$ cat src/rtl/mask_stream_seq_pkg.sv
// Shared types for the sequential mask producer: FSM state encoding and the
// mask word width fetched from the register file.
package mask_stream_seq_pkg;
    localparam int MASK_WORD_W = 32;

    typedef enum logic [2:0] {
        IDLE,
        FETCH,
        LOAD,
        STREAM,
        DONE
    } mask_seq_state_t;
endpackage

$ cat src/rtl/mask_stream_seq_if.sv
// Mask read port plus per-beat lane output stream of mask_stream_seq.
// A beat transfers on a rising CLK edge where out_valid && out_ready; while
// out_valid is high and out_ready low, every out_* field holds steady.
interface mask_stream_seq_if #(
    parameter int LANES = 4,
    parameter int IDXW  = 9
);
    logic                  mask_ren;
    logic [IDXW-6:0]       mask_raddr;
    logic [31:0]           mask_rdata;
    logic                  out_valid;
    logic                  out_ready;
    logic [LANES-1:0]      out_mask;
    logic [LANES*IDXW-1:0] out_iota;
    logic [LANES*IDXW-1:0] out_offset;
    logic                  out_last;

    modport master (
        output mask_ren, mask_raddr, out_valid, out_mask, out_iota, out_offset, out_last,
        input  mask_rdata, out_ready
    );

    modport slave (
        input  mask_ren, mask_raddr, out_valid, out_mask, out_iota, out_offset, out_last,
        output mask_rdata, out_ready
    );
endinterface

$ cat src/rtl/mask_stream_seq_prefix_count.sv
// Exclusive prefix sum of the beat's lane bits and their total popcount.
module mask_prefix_count #(
    parameter int LANES = 4,
    parameter int CW    = 9
) (
    input  logic [LANES-1:0]    bits,
    output logic [LANES*CW-1:0] prefix,
    output logic [CW-1:0]       total
);
    logic [CW-1:0] acc;

    always_comb begin
        acc    = '0;
        prefix = '0;
        for (int i = 0; i < LANES; i++) begin
            prefix[i*CW +: CW] = acc;
            acc = acc + CW'(bits[i]);
        end
        total = acc;
    end
endmodule

$ cat src/rtl/mask_stream_seq.sv
// Walks a source mask from element 0 to vl-1, LANES elements per beat, emitting
// mask/iota/offset per lane. Define MASK_PREFETCH_EN to hide word-boundary bubbles.
module mask_stream_seq
    import mask_stream_seq_pkg::*;
#(
    parameter int LANES = 4,
    parameter int VLMAX = 256,
    localparam int IDXW  = $clog2(VLMAX) + 1,
    localparam int WIDXW = IDXW - 5
) (
    input  logic             CLK,
    input  logic             nRST,
    input  logic             start,
    input  logic             abort,
    input  logic [IDXW-1:0]  vl,
    input  logic             vm,
    mask_stream_seq_if.master bus,
    output logic             busy,
    output logic             done,
    output logic [IDXW-1:0]  popc,
    output mask_seq_state_t  dbg_state
);
    mask_seq_state_t  state_q, state_d;
    logic [IDXW-1:0]  vl_q, vl_d;
    logic             vm_q, vm_d;
    logic [WIDXW-1:0] word_idx_q, word_idx_d;
    logic [IDXW-1:0]  elem_idx_q, elem_idx_d;
    logic [IDXW-1:0]  run_cnt_q, run_cnt_d;
    logic [MASK_WORD_W-1:0] buf0_q, buf0_d;
    logic [IDXW-1:0]  popc_q, popc_d;

    logic [LANES-1:0]      beat_bits;
    logic [LANES*IDXW-1:0] beat_prefix;
    logic [IDXW-1:0]       beat_total;
    logic [LANES*IDXW-1:0] lane_iota;
    logic [LANES*IDXW-1:0] lane_offset;
    logic                  streaming;
    logic                  beat_last;
    logic                  word_end;

`ifdef MASK_PREFETCH_EN
    logic [MASK_WORD_W-1:0] buf1_q, buf1_d;
    logic                   buf1_full_q, buf1_full_d;
    logic                   pf_pend_q, pf_pend_d;
    logic [IDXW-1:0]        next_base;
    logic                   pf_req;

    // Fetch the following word into the spare buffer as soon as one exists.
    assign next_base = {word_idx_q + WIDXW'(1), 5'b00000};
    assign pf_req    = (state_q == STREAM) && !vm_q && !buf1_full_q && !pf_pend_q &&
                       (vl_q > next_base);
`endif

    assign streaming = (state_q == STREAM);
    assign beat_last = (elem_idx_q + IDXW'(LANES)) >= vl_q;
    assign word_end  = (elem_idx_q[4:0] == 5'(MASK_WORD_W - LANES));

    always_comb begin
        beat_bits   = '0;
        lane_offset = '0;
        for (int i = 0; i < LANES; i++) begin
            lane_offset[i*IDXW +: IDXW] = elem_idx_q + IDXW'(i);
            beat_bits[i] = buf0_q[elem_idx_q[4:0] + 5'(i)] & ((elem_idx_q + IDXW'(i)) < vl_q);
        end
    end

    mask_prefix_count #(.LANES(LANES), .CW(IDXW)) u_prefix (
        .bits   (beat_bits),
        .prefix (beat_prefix),
        .total  (beat_total)
    );

    always_comb begin
        lane_iota = '0;
        for (int i = 0; i < LANES; i++) begin
            lane_iota[i*IDXW +: IDXW] = run_cnt_q + beat_prefix[i*IDXW +: IDXW];
        end
    end

    always_comb begin
        state_d    = state_q;
        vl_d       = vl_q;
        vm_d       = vm_q;
        word_idx_d = word_idx_q;
        elem_idx_d = elem_idx_q;
        run_cnt_d  = run_cnt_q;
        buf0_d     = buf0_q;
        popc_d     = popc_q;
`ifdef MASK_PREFETCH_EN
        buf1_d      = buf1_q;
        buf1_full_d = buf1_full_q;
        pf_pend_d   = pf_req;
        if (pf_pend_q) begin
            buf1_d      = bus.mask_rdata;
            buf1_full_d = 1'b1;
        end
`endif
        case (state_q)
            IDLE: begin
                if (start && !abort) begin
                    vl_d       = vl;
                    vm_d       = vm;
                    word_idx_d = '0;
                    elem_idx_d = '0;
                    run_cnt_d  = '0;
                    if (vl == '0) begin
                        state_d = DONE;
                        popc_d  = '0;
                    end else if (vm) begin
                        state_d = STREAM;
                        buf0_d  = '1;
                    end else begin
                        state_d = FETCH;
                    end
                end
            end
            FETCH: state_d = LOAD;
            LOAD: begin
                buf0_d  = bus.mask_rdata;
                state_d = STREAM;
            end
            STREAM: begin
                if (bus.out_ready) begin
                    elem_idx_d = elem_idx_q + IDXW'(LANES);
                    run_cnt_d  = run_cnt_q + beat_total;
                    if (beat_last) begin
                        state_d = DONE;
                        popc_d  = run_cnt_q + beat_total;
                    end else if (word_end && !vm_q) begin
                        word_idx_d = word_idx_q + WIDXW'(1);
`ifdef MASK_PREFETCH_EN
                        // Prefer the spare buffer, then data in flight, then a read
                        // issued this very cycle (its data lands during LOAD).
                        if (buf1_full_q) begin
                            buf0_d      = buf1_q;
                            buf1_full_d = 1'b0;
                        end else if (pf_pend_q) begin
                            buf0_d      = bus.mask_rdata;
                            buf1_full_d = 1'b0;
                        end else if (pf_req) begin
                            state_d   = LOAD;
                            pf_pend_d = 1'b0;
                        end else begin
                            state_d = FETCH;
                        end
`else
                        state_d = FETCH;
`endif
                    end
                end
            end
            DONE:    state_d = IDLE;
            default: state_d = IDLE;
        endcase

        // Abort drops the pass outright: no done, popc and read data untouched.
        if (abort && (state_q != IDLE)) begin
            state_d = IDLE;
            buf0_d  = buf0_q;
            popc_d  = popc_q;
        end
`ifdef MASK_PREFETCH_EN
        if ((abort && (state_q != IDLE)) || (state_q == DONE)) begin
            buf1_d      = '0;
            buf1_full_d = 1'b0;
            pf_pend_d   = 1'b0;
        end
`endif
    end

    always_ff @(posedge CLK or negedge nRST) begin
        if (!nRST) begin
            state_q    <= IDLE;
            vl_q       <= '0;
            vm_q       <= 1'b0;
            word_idx_q <= '0;
            elem_idx_q <= '0;
            run_cnt_q  <= '0;
            buf0_q     <= '0;
            popc_q     <= '0;
`ifdef MASK_PREFETCH_EN
            buf1_q      <= '0;
            buf1_full_q <= 1'b0;
            pf_pend_q   <= 1'b0;
`endif
        end else begin
            state_q    <= state_d;
            vl_q       <= vl_d;
            vm_q       <= vm_d;
            word_idx_q <= word_idx_d;
            elem_idx_q <= elem_idx_d;
            run_cnt_q  <= run_cnt_d;
            buf0_q     <= buf0_d;
            popc_q     <= popc_d;
`ifdef MASK_PREFETCH_EN
            buf1_q      <= buf1_d;
            buf1_full_q <= buf1_full_d;
            pf_pend_q   <= pf_pend_d;
`endif
        end
    end

`ifdef MASK_PREFETCH_EN
    assign bus.mask_ren   = (state_q == FETCH) || pf_req;
    assign bus.mask_raddr = streaming ? (word_idx_q + WIDXW'(1)) : word_idx_q;
`else
    assign bus.mask_ren   = (state_q == FETCH);
    assign bus.mask_raddr = word_idx_q;
`endif

    assign bus.out_valid  = streaming;
    assign bus.out_mask   = streaming ? beat_bits   : '0;
    assign bus.out_iota   = streaming ? lane_iota   : '0;
    assign bus.out_offset = streaming ? lane_offset : '0;
    assign bus.out_last   = streaming && beat_last;

    assign busy      = (state_q != IDLE);
    assign done      = (state_q == DONE);
    assign popc      = popc_q;
    assign dbg_state = state_q;
endmodule

$ cat src/flat_wrapper.sv
// flat-port wrapper written by rule: the top's interface ports become plain ports
module mask_stream_seq_flat import mask_stream_seq_pkg::*;
#(
    parameter int LANES = 4,
    parameter int VLMAX = 256,
    localparam int IDXW  = $clog2(VLMAX) + 1,
    localparam int WIDXW = IDXW - 5
)
  (CLK, nRST, start, abort, vl, vm, busy, done, popc, dbg_state, bus_mask_ren, bus_mask_raddr, bus_out_valid, bus_out_mask, bus_out_iota, bus_out_offset, bus_out_last, bus_mask_rdata, bus_out_ready);
  mask_stream_seq_if #(.LANES(LANES), .IDXW((9))) bus_i ();
  input  logic CLK;
  input  logic nRST;
  input  logic start;
  input  logic abort;
  input  logic [IDXW-1:0] vl;
  input  logic vm;
  output logic busy;
  output logic done;
  output logic [IDXW-1:0] popc;
  output mask_seq_state_t dbg_state;
  output wire logic [$bits(bus_i.mask_ren)-1:0] bus_mask_ren;
  output wire logic [$bits(bus_i.mask_raddr)-1:0] bus_mask_raddr;
  output wire logic [$bits(bus_i.out_valid)-1:0] bus_out_valid;
  output wire logic [$bits(bus_i.out_mask)-1:0] bus_out_mask;
  output wire logic [$bits(bus_i.out_iota)-1:0] bus_out_iota;
  output wire logic [$bits(bus_i.out_offset)-1:0] bus_out_offset;
  output wire logic [$bits(bus_i.out_last)-1:0] bus_out_last;
  input wire logic [$bits(bus_i.mask_rdata)-1:0] bus_mask_rdata;
  input wire logic [$bits(bus_i.out_ready)-1:0] bus_out_ready;
  assign bus_mask_ren = bus_i.mask_ren;
  assign bus_mask_raddr = bus_i.mask_raddr;
  assign bus_out_valid = bus_i.out_valid;
  assign bus_out_mask = bus_i.out_mask;
  assign bus_out_iota = bus_i.out_iota;
  assign bus_out_offset = bus_i.out_offset;
  assign bus_out_last = bus_i.out_last;
  assign bus_i.mask_rdata = bus_mask_rdata;
  assign bus_i.out_ready = bus_out_ready;
  mask_stream_seq #(.LANES(LANES), .VLMAX(VLMAX)) u_core (.CLK(CLK), .nRST(nRST), .start(start), .abort(abort), .vl(vl), .vm(vm), .bus(bus_i), .busy(busy), .done(done), .popc(popc), .dbg_state(dbg_state));
endmodule
$ cat config.mk
export PLATFORM = sky130hd
export DESIGN_NAME = mask_stream_seq_flat
export DESIGN_NICKNAME = d
export VERILOG_FILES = /design/src/rtl/mask_stream_seq_pkg.sv /design/src/rtl/mask_stream_seq_if.sv /design/src/rtl/mask_stream_seq_prefix_count.sv /design/src/rtl/mask_stream_seq.sv /design/src/flat_wrapper.sv
export SDC_FILE = /design/constraint.sdc
export NUM_CORES = 1
export LEC_CHECK = 0
export ABC_AREA = 1
export CORE_MARGIN = 5
export CORE_UTILIZATION = 50
export CTS_BUF_LIST = sky130_fd_sc_hd__clkbuf_8
export CTS_CLUSTER_SIZE = 40
export DETAILED_ROUTE_END_ITERATION = 8
export PLACE_DENSITY = 0.85
export SYNTH_ARGS = -nofsm -noshare
export SYNTH_HDL_FRONTEND = slang
export SYNTH_SLANG_ARGS = --single-unit
$ cat constraint.sdc
create_clock -name CLK -period 5.2 [get_ports CLK]
set_input_delay 1.04 -clock CLK [delete_from_list [all_inputs] [get_ports CLK]]
set_output_delay 1.04 -clock CLK [all_outputs]
set_load 0.1 [all_outputs]
; After elaboration in Yosys (flattened, before gate mapping)
; Index checks and enable logic that the tools add are counted.
[totals]
reg_bits = 76
latch_bits = 0
ramBits = 0
rom_bits = 0
inputBits = 47
out_inout_bits = 97
word_cells = 108
memories = 0
[classes]
n_addsub = 15
mul = 0
div_mod_pow = 0
order_cmp = 9
eq_ne = 16
n_shift = 0
muxes = 38
bitwise = 5
n_reduce_logical = 17
[op_table]
columns = op, count
row1 = $mux W32, 3
row2 = $mux W36, 2
row3 = $pmux W32 S2, 1
row4 = $mux W9, 7
row5 = $pmux W9 S2, 3
row6 = $lt A9 B9 Y1, 4
row7 = $lt A5 B6 Y1 const B, 4
row8 = $bmux W1 S5, 4
row9 = $mux W4, 5
row10 = $add A9 B2 Y9 const B, 2
row11 = $mux W3, 6
row12 = $ne A2 B2 Y1 const B, 6
row13 = $pmux W3 S4, 1
row14 = $add A5 B2 Y5 const B, 2
row15 = $reduce_and A5 Y1, 2
row16 = $add A9 B1 Y9, 1
row17 = $add A9 B1 Y9 const B, 1
row18 = $add A9 B2 Y9, 1
row19 = $add A9 B3 Y9, 1
row20 = $add A9 B3 Y9 const B, 1
row21 = $add A9 B4 Y9, 1
row22 = $ge A9 B9 Y1, 1
row23 = $logic_not A9 Y1, 1
row24 = $pmux W4 S2, 1
row25 = 25 further kinds, 39

; Longest topological paths before layout
; Gate-level depths: netlist of run 1.
[logic_depth]
ltp_word = 11
mapped_depth = 23
depth_no_buf = 22

; By module
; A second synthesis of run 1 with hierarchy kept.
[hier_totals]
hier_cells = 970
hier_area_um2 = 6740.2
[modules_own_cells]
columns = module, n_inst, cells_each, area_per_inst_um2, seq_area_each_um2
row1 = mask_stream_seq, 1, 920, 6347.3, 1851.8
row2 = mask_prefix_count, 1, 50, 392.9, 0.0

; Worst setup path after synthesis of run 1
; Ideal clock, no wire load.
[synth_path]
kind = reg-to-output
from = register u_core.elem_idx_q[4]
to = output bus_out_iota[33]
arrival_time_ps = 5121
required_time_ps = 4160
setup_slack_ps = -961
path_stages_with_launch = 20
n_path_buf = 2
cell_sequence = dfrtp_1 -> clkbuf_1 -> clkbuf_1 -> ha_1 -> nand2_1 -> inv_1 -> nand2_1 -> nand2_1 -> nand2_1 -> and3_1 -> nand3_1 -> inv_1 -> ha_1 -> ha_1 -> ha_1 -> ha_1 -> nand2_1 -> o21ai_0 -> a21oi_1 -> nor3_1
[synth_between]
elab_chain_cells = 8
elab_cells_between_ends = 20
cone_classes = 7 x add/sub / 3 x order compare / 7 x mux / 3 x bitwise
[synth_lines]
columns = element, line_no
row1 = start: declaration, mask_stream_seq.sv:27  ; logic [IDXW-1:0] elem_idx_q, elem_idx_d;
row2 = start signal: assignment, mask_stream_seq.sv:191  ; elem_idx_q <= elem_idx_d;
row3 = "parallel branches: the longest is 5 deep, another holds $add A9 B1 Y9", --
row4 = $add A2 B1 Y3 (*), mask_stream_seq_prefix_count.sv:17  ; acc = acc + CW'(bits[i]);
row5 = $add A9 B3 Y9 (*), mask_stream_seq.sv:76  ; lane_iota[i*IDXW +: IDXW] = run_cnt_q + beat_prefix[i*IDXW +: IDXW];
row6 = $mux W36 (*), mask_stream_seq.sv:213  ; assign bus.out_iota = streaming ? lane_iota : '0;
row7 = end: declaration, flat_wrapper.sv:25  ; output wire logic [$bits(bus_i.out_iota)-1:0] bus_out_iota;
; Every way passes the cells marked *. The select of a mux whose other input is x is not followed.

; Worst setup path in the final report of run 1
[layout_path]
from = register u_core.vl_q[6]
to = output bus_out_iota[33]
[layout_between]
elab_chain_cells = 6
elab_cells_between_ends = 10
cone_classes = 3 x add/sub / 3 x order compare / 1 x mux / 3 x bitwise
[layout_lines]
columns = element, line_no
row1 = start: declaration, mask_stream_seq.sv:24  ; logic [IDXW-1:0] vl_q, vl_d;
row2 = start signal: assignment, mask_stream_seq.sv:188  ; vl_q <= vl_d;
row3 = $lt A9 B9 Y1, mask_stream_seq.sv:63  ; beat_bits[i] = buf0_q[elem_idx_q[4:0] + 5'(i)] & ((elem_idx_q + IDXW'(i)) < vl_q);
row4 = $and A1 B1 Y1, mask_stream_seq.sv:63
row5 = $add A1 B1 Y2, mask_stream_seq_prefix_count.sv:17
row6 = $add A2 B1 Y3 (*), mask_stream_seq_prefix_count.sv:17
row7 = $add A9 B3 Y9 (*), mask_stream_seq.sv:76
row8 = $mux W36 (*), mask_stream_seq.sv:213
; Every way passes the cells marked *; elsewhere a longest branch is shown, timed or not.

==> reports/qor.yml, run 1 <==
timing:
  setup_violations: 0
  fin_crit_sh_pct: 94.9
  whs_ps: 486
  final.setup_skew_ps: 12.6
  hold_violations: 0
  max_slew_margin_pct: 19.8
  worstMarginPinSlew_ps: 1200
  slew_viol_final: 0
  max_freq_mhz: 203
  post-route-min-period_ps: 4930
cts:
  tritoncts: "yes"
  path_clk_slew_ps: 90
  cts_max_level: 3
  cts_num_sinks: 74
  cts.hold.buffers_added: 0
  cts.root.buffer_cell: "clkbuf_8"
  cts_buffers: 9
  clk_latency_ps: 370
  clk_path_buf_depth: 2
detailed_routing:
  drt-total-wl_mm: 14.8
  drc: 0
  ant_nets: 0
  dr.pass1.iters: 6
  drt_iter0_markers: 403
  via_count: 5175
  via_per_inst: 5.22
  routedWlPerCell_um: 15.0
power:
  ir_worst_vdd_mv: 0.367
  totalPowerFinal_mw: 4.07
  power_density_nw_per_um2: 578
  p_leak_nw: 3.39
setup_path:
  start_kind: "flop"
  cp_max_fo: 6
  required_ps: 4160
  path_class: "reg2out"
  endpoint_kind: "output pin"
  cp.arrival_ps: 3890
global_routing:
  grt-ovfl-total: 0
  grt_max_degree: 75
  grt_pass1_vias: 5073
  grt_pass1_wl_mm: 24.5
  gr-usage-all-layers_pct: 23.5
  antenna_found_initial: 0
synth:
  ys_warn_count: 0
  ys.flop_type: "dfrtp_1"
  syn_inst: 743
  async_flop_share_pct: 100
  ys_ff_latch: 74
  ys_types: 35
  ys_seq_area_share_pct: 35.0
  syn_area_um2: 5290
  syn_avg_cell_area_um2: 7.12
  yosys.area.top_type: "dfrtp_1"
  synth_top_area_share_pct: 35.0
  synth.area.top_cells: "dfrtp_1 35%, a21oi_1 9.0%, ha_1 9.0%"
  synth_edf_count: 0
placement:
  port_buffers: 139
  gp_congestion: 0.887
  hpwl_mm: 11.0
floorplan:
  ios: 144
  coreArea_um2: 10300
  design.die.area_um2: 12700
  chipWidth_um: 113
  start_util_pct: 51.2
  dieHeight_um: 113
  rows: 37
finish:
  num-nets-final: 940
  final_common_cell: "nand2_1"
  antenna_cells: 0
  final_cell_mix: "121 x nand2_1, 106 x inv_1, 106 x nor2_1, 106 x clkdlybuf4s50_1, 85 x a21oi_1"
  syn2layout_area_growth_pct: 33.1
  drive_gt1_share_pct: 12.6
worst_hold_path:
  hp-class: "reg2reg"
outcome:
  status: "finished, final reports clean"
job:
  drv_cap: 0
==> synth_stat cells, types with 2 or more instances <==
cell type	number
buf_4	21
o21ai_1	5
nor3_2	2
a21oi_2	2
inv_2	4
nand4_1	5
xor2_1	6
a211oi_1	3
o21ai_0	44
nand2_2	3
fa_1	5
clkbuf_1	22
ha_1	38
o22ai_1	4
nand3_1	37
nand2_4	2
dfrtp_1	74
nor2_1	108
inv_1	106
nor3_1	7
nand2_1	121
buf_2	12
a21oi_1	95
or2_2	6
==> registers in the layout, summed over array words and instances (netlist names) <==
register	count
u_core.buf0_q	32
u_core.popc	9
u_core.dbg_state	3
u_core.run_cnt_q	9
u_core.bus.mask_raddr	4
u_core.elem_idx_q	7
u_core.vm_q	1
u_core.vl_q	9
==> worst max-delay path: stages, from the launching register on <==
cell,delay [ps]
dfrtp_1,370
inv_1,130
ha_2,330
a21oi_1,140
or2_2,120
nand2_1,40
a21oi_1,110
nand3_1,180
fa_1,580
inv_1,80
ha_1,240
fa_1,410
inv_1,130
o21ai_4,100
nand2_1,70
nor2_1,60
nor3_2,220
buf_12,220
==> path summary, 6_finish.rpt <==
| check | from | to | slack [ps] | cells after the start |
|---|---|---|---|---|
| setup / recovery | u_core.vl_q[6] | bus_out_iota[33] | 270 | 17 |
| hold / removal | u_core.popc[5] | u_core.popc[5] | 490 | 2 |
| setup reg to reg | u_core.vl_q[6] | u_core.popc[8] | 1260 | 18 |
| hold reg to reg | u_core.popc[5] | u_core.popc[5] | 490 | 2 |
| max in group asynchronous | nRST | u_core.elem_idx_q[2] | 3650 | 2 |
| min in group asynchronous | nRST | u_core.run_cnt_q[4] | 880 | 2 |
==> area by class of cell <==
class	count	area (um2)
multi-input combinational	506	2840
tap	136	170
clock buffer	9	124
sequential	74	1860
fill	820	3280
clock inverter	7	75.1
timing repair buffer	148	1550
inverter	111	425
==> cell families (layout without fill, tap and decap cells) <==
family,after synthesis,after routing,share of synthesized area (%)
other cells,1,4,0.0709
buf+inv,166,275,13.7
fa+ha+maj,43,43,10.9
simple gates,295,295,23.6
compound gates,158,158,15.8
xor+xnor,6,6,0.994
flops,74,74,35.0
==> power by group <==
part / switching (mW) / internal, mW
Sequential: 0.147 / 0.775
Clock: 0.255 / 0.225
Combinational: 1.87 / 0.795
Total: 2.27 / 1.80
==> routing by layer <==
layer / global-route usage (%) / part of all wire, % / vias up
li1: - / - / 2562
met1: 32.3 / 44 / 2368
met2: 36.6 / 45 / 222
met3: 5.67 / 8.8 / 23
met4: 7.29 / 2.1 / 0
met5: 0 / 0 / -
==> what timing repair did <==
action,4_1_cts,5_1_grt
pin swaps,0,2
resized for setup,3,18
hold endpoints to repair,0,0
setup buffers,0,5
setup endpoints to repair,6,9
==> metrics by stage <==
step                instance area, um2  TNS (ps)  cells  utilization (%)  worst slack (ps)
floorplan                         5350     -1290    746                -              -405
global placement                  6730         0    970             65.2               315
detailed placement                6730         0    970             65.2               159
CTS                               6940         0    986             67.2              55.4
global route                      7040     -42.5    991             68.2             -42.5
finish                            7040         0    991             68.2               266
No activity file was read; power rests on OpenSTA's default activity.
==> run 2: changes to the inputs <==
- ABC_AREA: 1 -> unset
- PLACE_DENSITY: 0.85 -> 0.86
==> reports/qor.yml, run 2 <==
detailed_routing:
  via_per_inst: 5.70  # was 5.22
  routedWlPerCell_um: 18.3  # was 15.0 um
  drt-total-wl_mm: 14.1  # was 14.8 mm
  drc: 0  # unchanged
  via_count: 4377  # was 5175
  drt_iter0_markers: 325  # was 403
  dr.pass1.iters: 5  # was 6
  ant_nets: 0  # unchanged
timing:
  worstMarginPinSlew_ps: 1070  # was 1200 ps
  max_slew_margin_pct: 28.9  # was 19.8%
  hold_violations: 0  # unchanged
  max_freq_mhz: 199  # was 203 MHz
  setup_violations: 0  # unchanged
  fin_crit_sh_pct: 96.4  # was 94.9%
  rsz0062_at_grt: "no"
  whs_ps: 482  # was 486 ps
  setup_ws_ps: 185  # was 266 ps
  post-route-min-period_ps: 5010  # was 4930 ps
  final.setup_skew_ps: 8.38  # was 12.6 ps
  slew_viol_final: 0  # unchanged
power:
  p_int_mw: 1.89  # was 1.80 mW
  swShare_pct: 49.5  # was 55.9%
  p_sw_mw: 1.85  # was 2.27 mW
  power_frac_seq_pct: 25.0  # was 22.7%
  p_clk_share_pct: 14.0  # was 11.8%
  p_comb_share_pct: 61.0  # was 65.5%
  power_density_nw_per_um2: 548  # was 578 nW/um2
  p_leak_nw: 2.89  # was 3.39 nW
  ir_worst_vdd_mv: 0.445  # was 0.367 mV
placement:
  hpwl_mm: 11.0  # about the same
  port_buffers: 139  # unchanged
  placedInstanceArea_um2: 6540  # was 6730 um2
  pre_cts_slack_ps: 438  # was 159 ps
  gp_congestion: 0.870  # was 0.887
  dp.cells: 752  # was 970
finish:
  final_cell_mix: "72 x clkdlybuf4s50_1, 72 x dfrtp_1, 54 x buf_4, 37 x ha_1, 32 x o22a_1"  # was 121 x nand2_1, 106 x inv_1, 106 x nor2_1, 106 x clkdlybuf4s50_1, 85 x a21oi_1
  largest_register_ffs: 32  # unchanged
  antenna_cells: 0  # unchanged
  finalNonFillerCells: 768  # was 991
  drive_gt1_share_pct: 20.9  # was 12.6%
  utilization_pct: 66.9  # was 68.2%
  largest_register: "u_core.buf0_q"  # unchanged
  design_area_um2: 6810  # was 7040 um2
  num-nets-final: 717  # was 940
  syn2layout_area_growth_pct: 32.4  # was 33.1%
synth:
  syn_area_um2: 5140  # was 5290 um2
  yosys-mux-area-fraction_pct: 7.05  # was 0%
  synth_adder_area_share_pct: 11.2  # was 10.9%
  synth.area.top_cells: "dfrtp_1 36%, ha_1 9.2%, o22a_1 5.4%"  # was dfrtp_1 35%, a21oi_1 9.0%, ha_1 9.0%
  synth_compound_area_share_pct: 17.2  # was 15.8%
  async_flop_share_pct: 100  # unchanged
  ys_warn_count: 0  # unchanged
  synth_common_cells: "74 x dfrtp_1, 38 x ha_1, 35 x nor2_1"  # was 121 x nand2_1, 108 x nor2_1, 106 x inv_1
  yosysMostFrequentCell: "dfrtp_1"  # was nand2_1
  synth_top_family_by_area: "compound AO/OA/AOI/OAI gates"  # was simple AND/OR/NAND/NOR gates
  ys.flop_type: "dfrtp_1"  # unchanged
  yosys.area.top_type: "dfrtp_1"  # unchanged
  synth-simple-area-share_pct: 16.2  # was 23.6%
  ys_seq_area_share_pct: 36.0  # was 35.0%
  synth_xor_area_share_pct: 4.43  # was 0.994%
  syn_inst: 531  # was 743
  syn_avg_cell_area_um2: 9.69  # was 7.12 um2
  ys_ff_latch: 74  # unchanged
  synth_top_area_share_pct: 36.0  # was 35.0%
  synth_edf_count: 0  # unchanged
  ys_types: 52  # was 35
setup_path:
  path_class: "reg2out"  # unchanged
  endpoint_kind: "output pin"  # unchanged
  cp.arrival_ps: 3970  # was 3890 ps
  cp_max_fo: 12  # was 6
  start_kind: "flop"  # unchanged
  required_ps: 4160  # about the same
cts:
  cts_max_level: 3  # unchanged
  cts.root.buffer_cell: "clkbuf_8"  # unchanged
  cts_num_sinks: 74  # unchanged
  tritoncts: "yes"  # unchanged
  cts_buffers: 9  # unchanged
  path_clk_slew_ps: 90  # about the same
  clk_path_buf_depth: 2  # unchanged
  clk_latency_ps: 350  # was 370 ps
  post-cts-setup-buffers: 0  # unchanged
global_routing:
  antenna_found_initial: 0  # unchanged
  grt-ovfl-total: 0  # unchanged
  grt_max_degree: 75  # unchanged
  grt_pass1_vias: 4333  # was 5073
  gr-usage-all-layers_pct: 22.7  # was 23.5%
  grt_pass1_wl_mm: 22.8  # was 24.5 mm
floorplan:
  coreArea_um2: 10200  # was 10300 um2
  dieHeight_um: 111  # was 113 um
  ios: 144  # unchanged
  design.die.area_um2: 12400  # was 12700 um2
  chipWidth_um: 111  # was 113 um
  start_util_pct: 50.5  # was 51.2%
  rows: 37  # unchanged
outcome:
  status: "finished, final reports clean"  # unchanged
job:
  drv_cap: 0  # unchanged
worst_hold_path:
  hp-class: "reg2reg"  # unchanged
run 2: what timing repair did:
action                                  CTS  global route
hold buffers                              0             0
gates resized for setup                   0             9
endpoints found under the setup margin    0             6
run 2: per-layer routing:
metal	up-vias	share of wire (%)	GRT usage (%)
met5	-	0	0
met4	0	2.0	7.46
met3	19	8.1	6.68
met2	186	47	36.7
met1	2114	43	29.3
li1	2058	-	-
run 2: worst max-delay path, cell delays in order (launching register included):
cell and delay, ps:
dfrtp_2 450, buf_6 170, mux4_2 330, mux2i_1 90, a211oi_1 340, nand2b_1 140, fa_1 550, inv_1 70
ha_1 230, fa_1 450, a21oi_2 180, nor2b_2 70, nand3_1 130, xor2_2 190, nor2_4 50, buf_12 170
run 2: path summary, 6_finish.rpt:
kind,startpoint,to,slack (ps),depth (start not counted)
min in group asynchronous,nRST,u_core.run_cnt_q[5],900,2
hold reg to reg,u_core.popc[8],u_core.popc[8],480,1
setup / recovery,u_core.elem_idx_q[2],bus_out_iota[33],190,15
setup reg to reg,u_core.elem_idx_q[2],u_core.popc[8],1240,14
hold / removal,u_core.popc[8],u_core.popc[8],480,1
max in group asynchronous,nRST,u_core.elem_idx_q[2],3620,2
run 2: cell families after synthesis:
group / after synthesis
other: 1
AOI/OAI and AO/OA: 118
adders and majority gates: 43
buffers and inverters: 85
xor gates and xnor gates: 26
and+or+nand+nor: 159
DFF: 74
muxes: 25
run 2: power by group through the flow:
stage	logic, mW	registers (mW)	clock network (mW)
after floorplan	1.59	1.00	0
after global placement	2.18	0.926	0
after detailed placement	2.23	0.939	0
after CTS	2.24	0.926	0.533
after global routing	2.46	0.957	0.553
final	2.28	0.932	0.523
run 2: per-stage QoR:
step	TNS, ps	total power [mW]
after floorplan	-188	2.60
after global placement	0	3.11
after detailed placement	0	3.17
after CTS	0	3.70
after global routing	0	3.97
final	0	3.73
run 2: layout make-up:
type                    instances  area, um2
well taps                     136        170
multi-input cells             375       2990
inverters                      22       82.6
clock inverters                 5       85.1
clock buffers                  11        151
flip-flops and latches         74       1850
fillers                       783       3370
repair buffers                145       1480
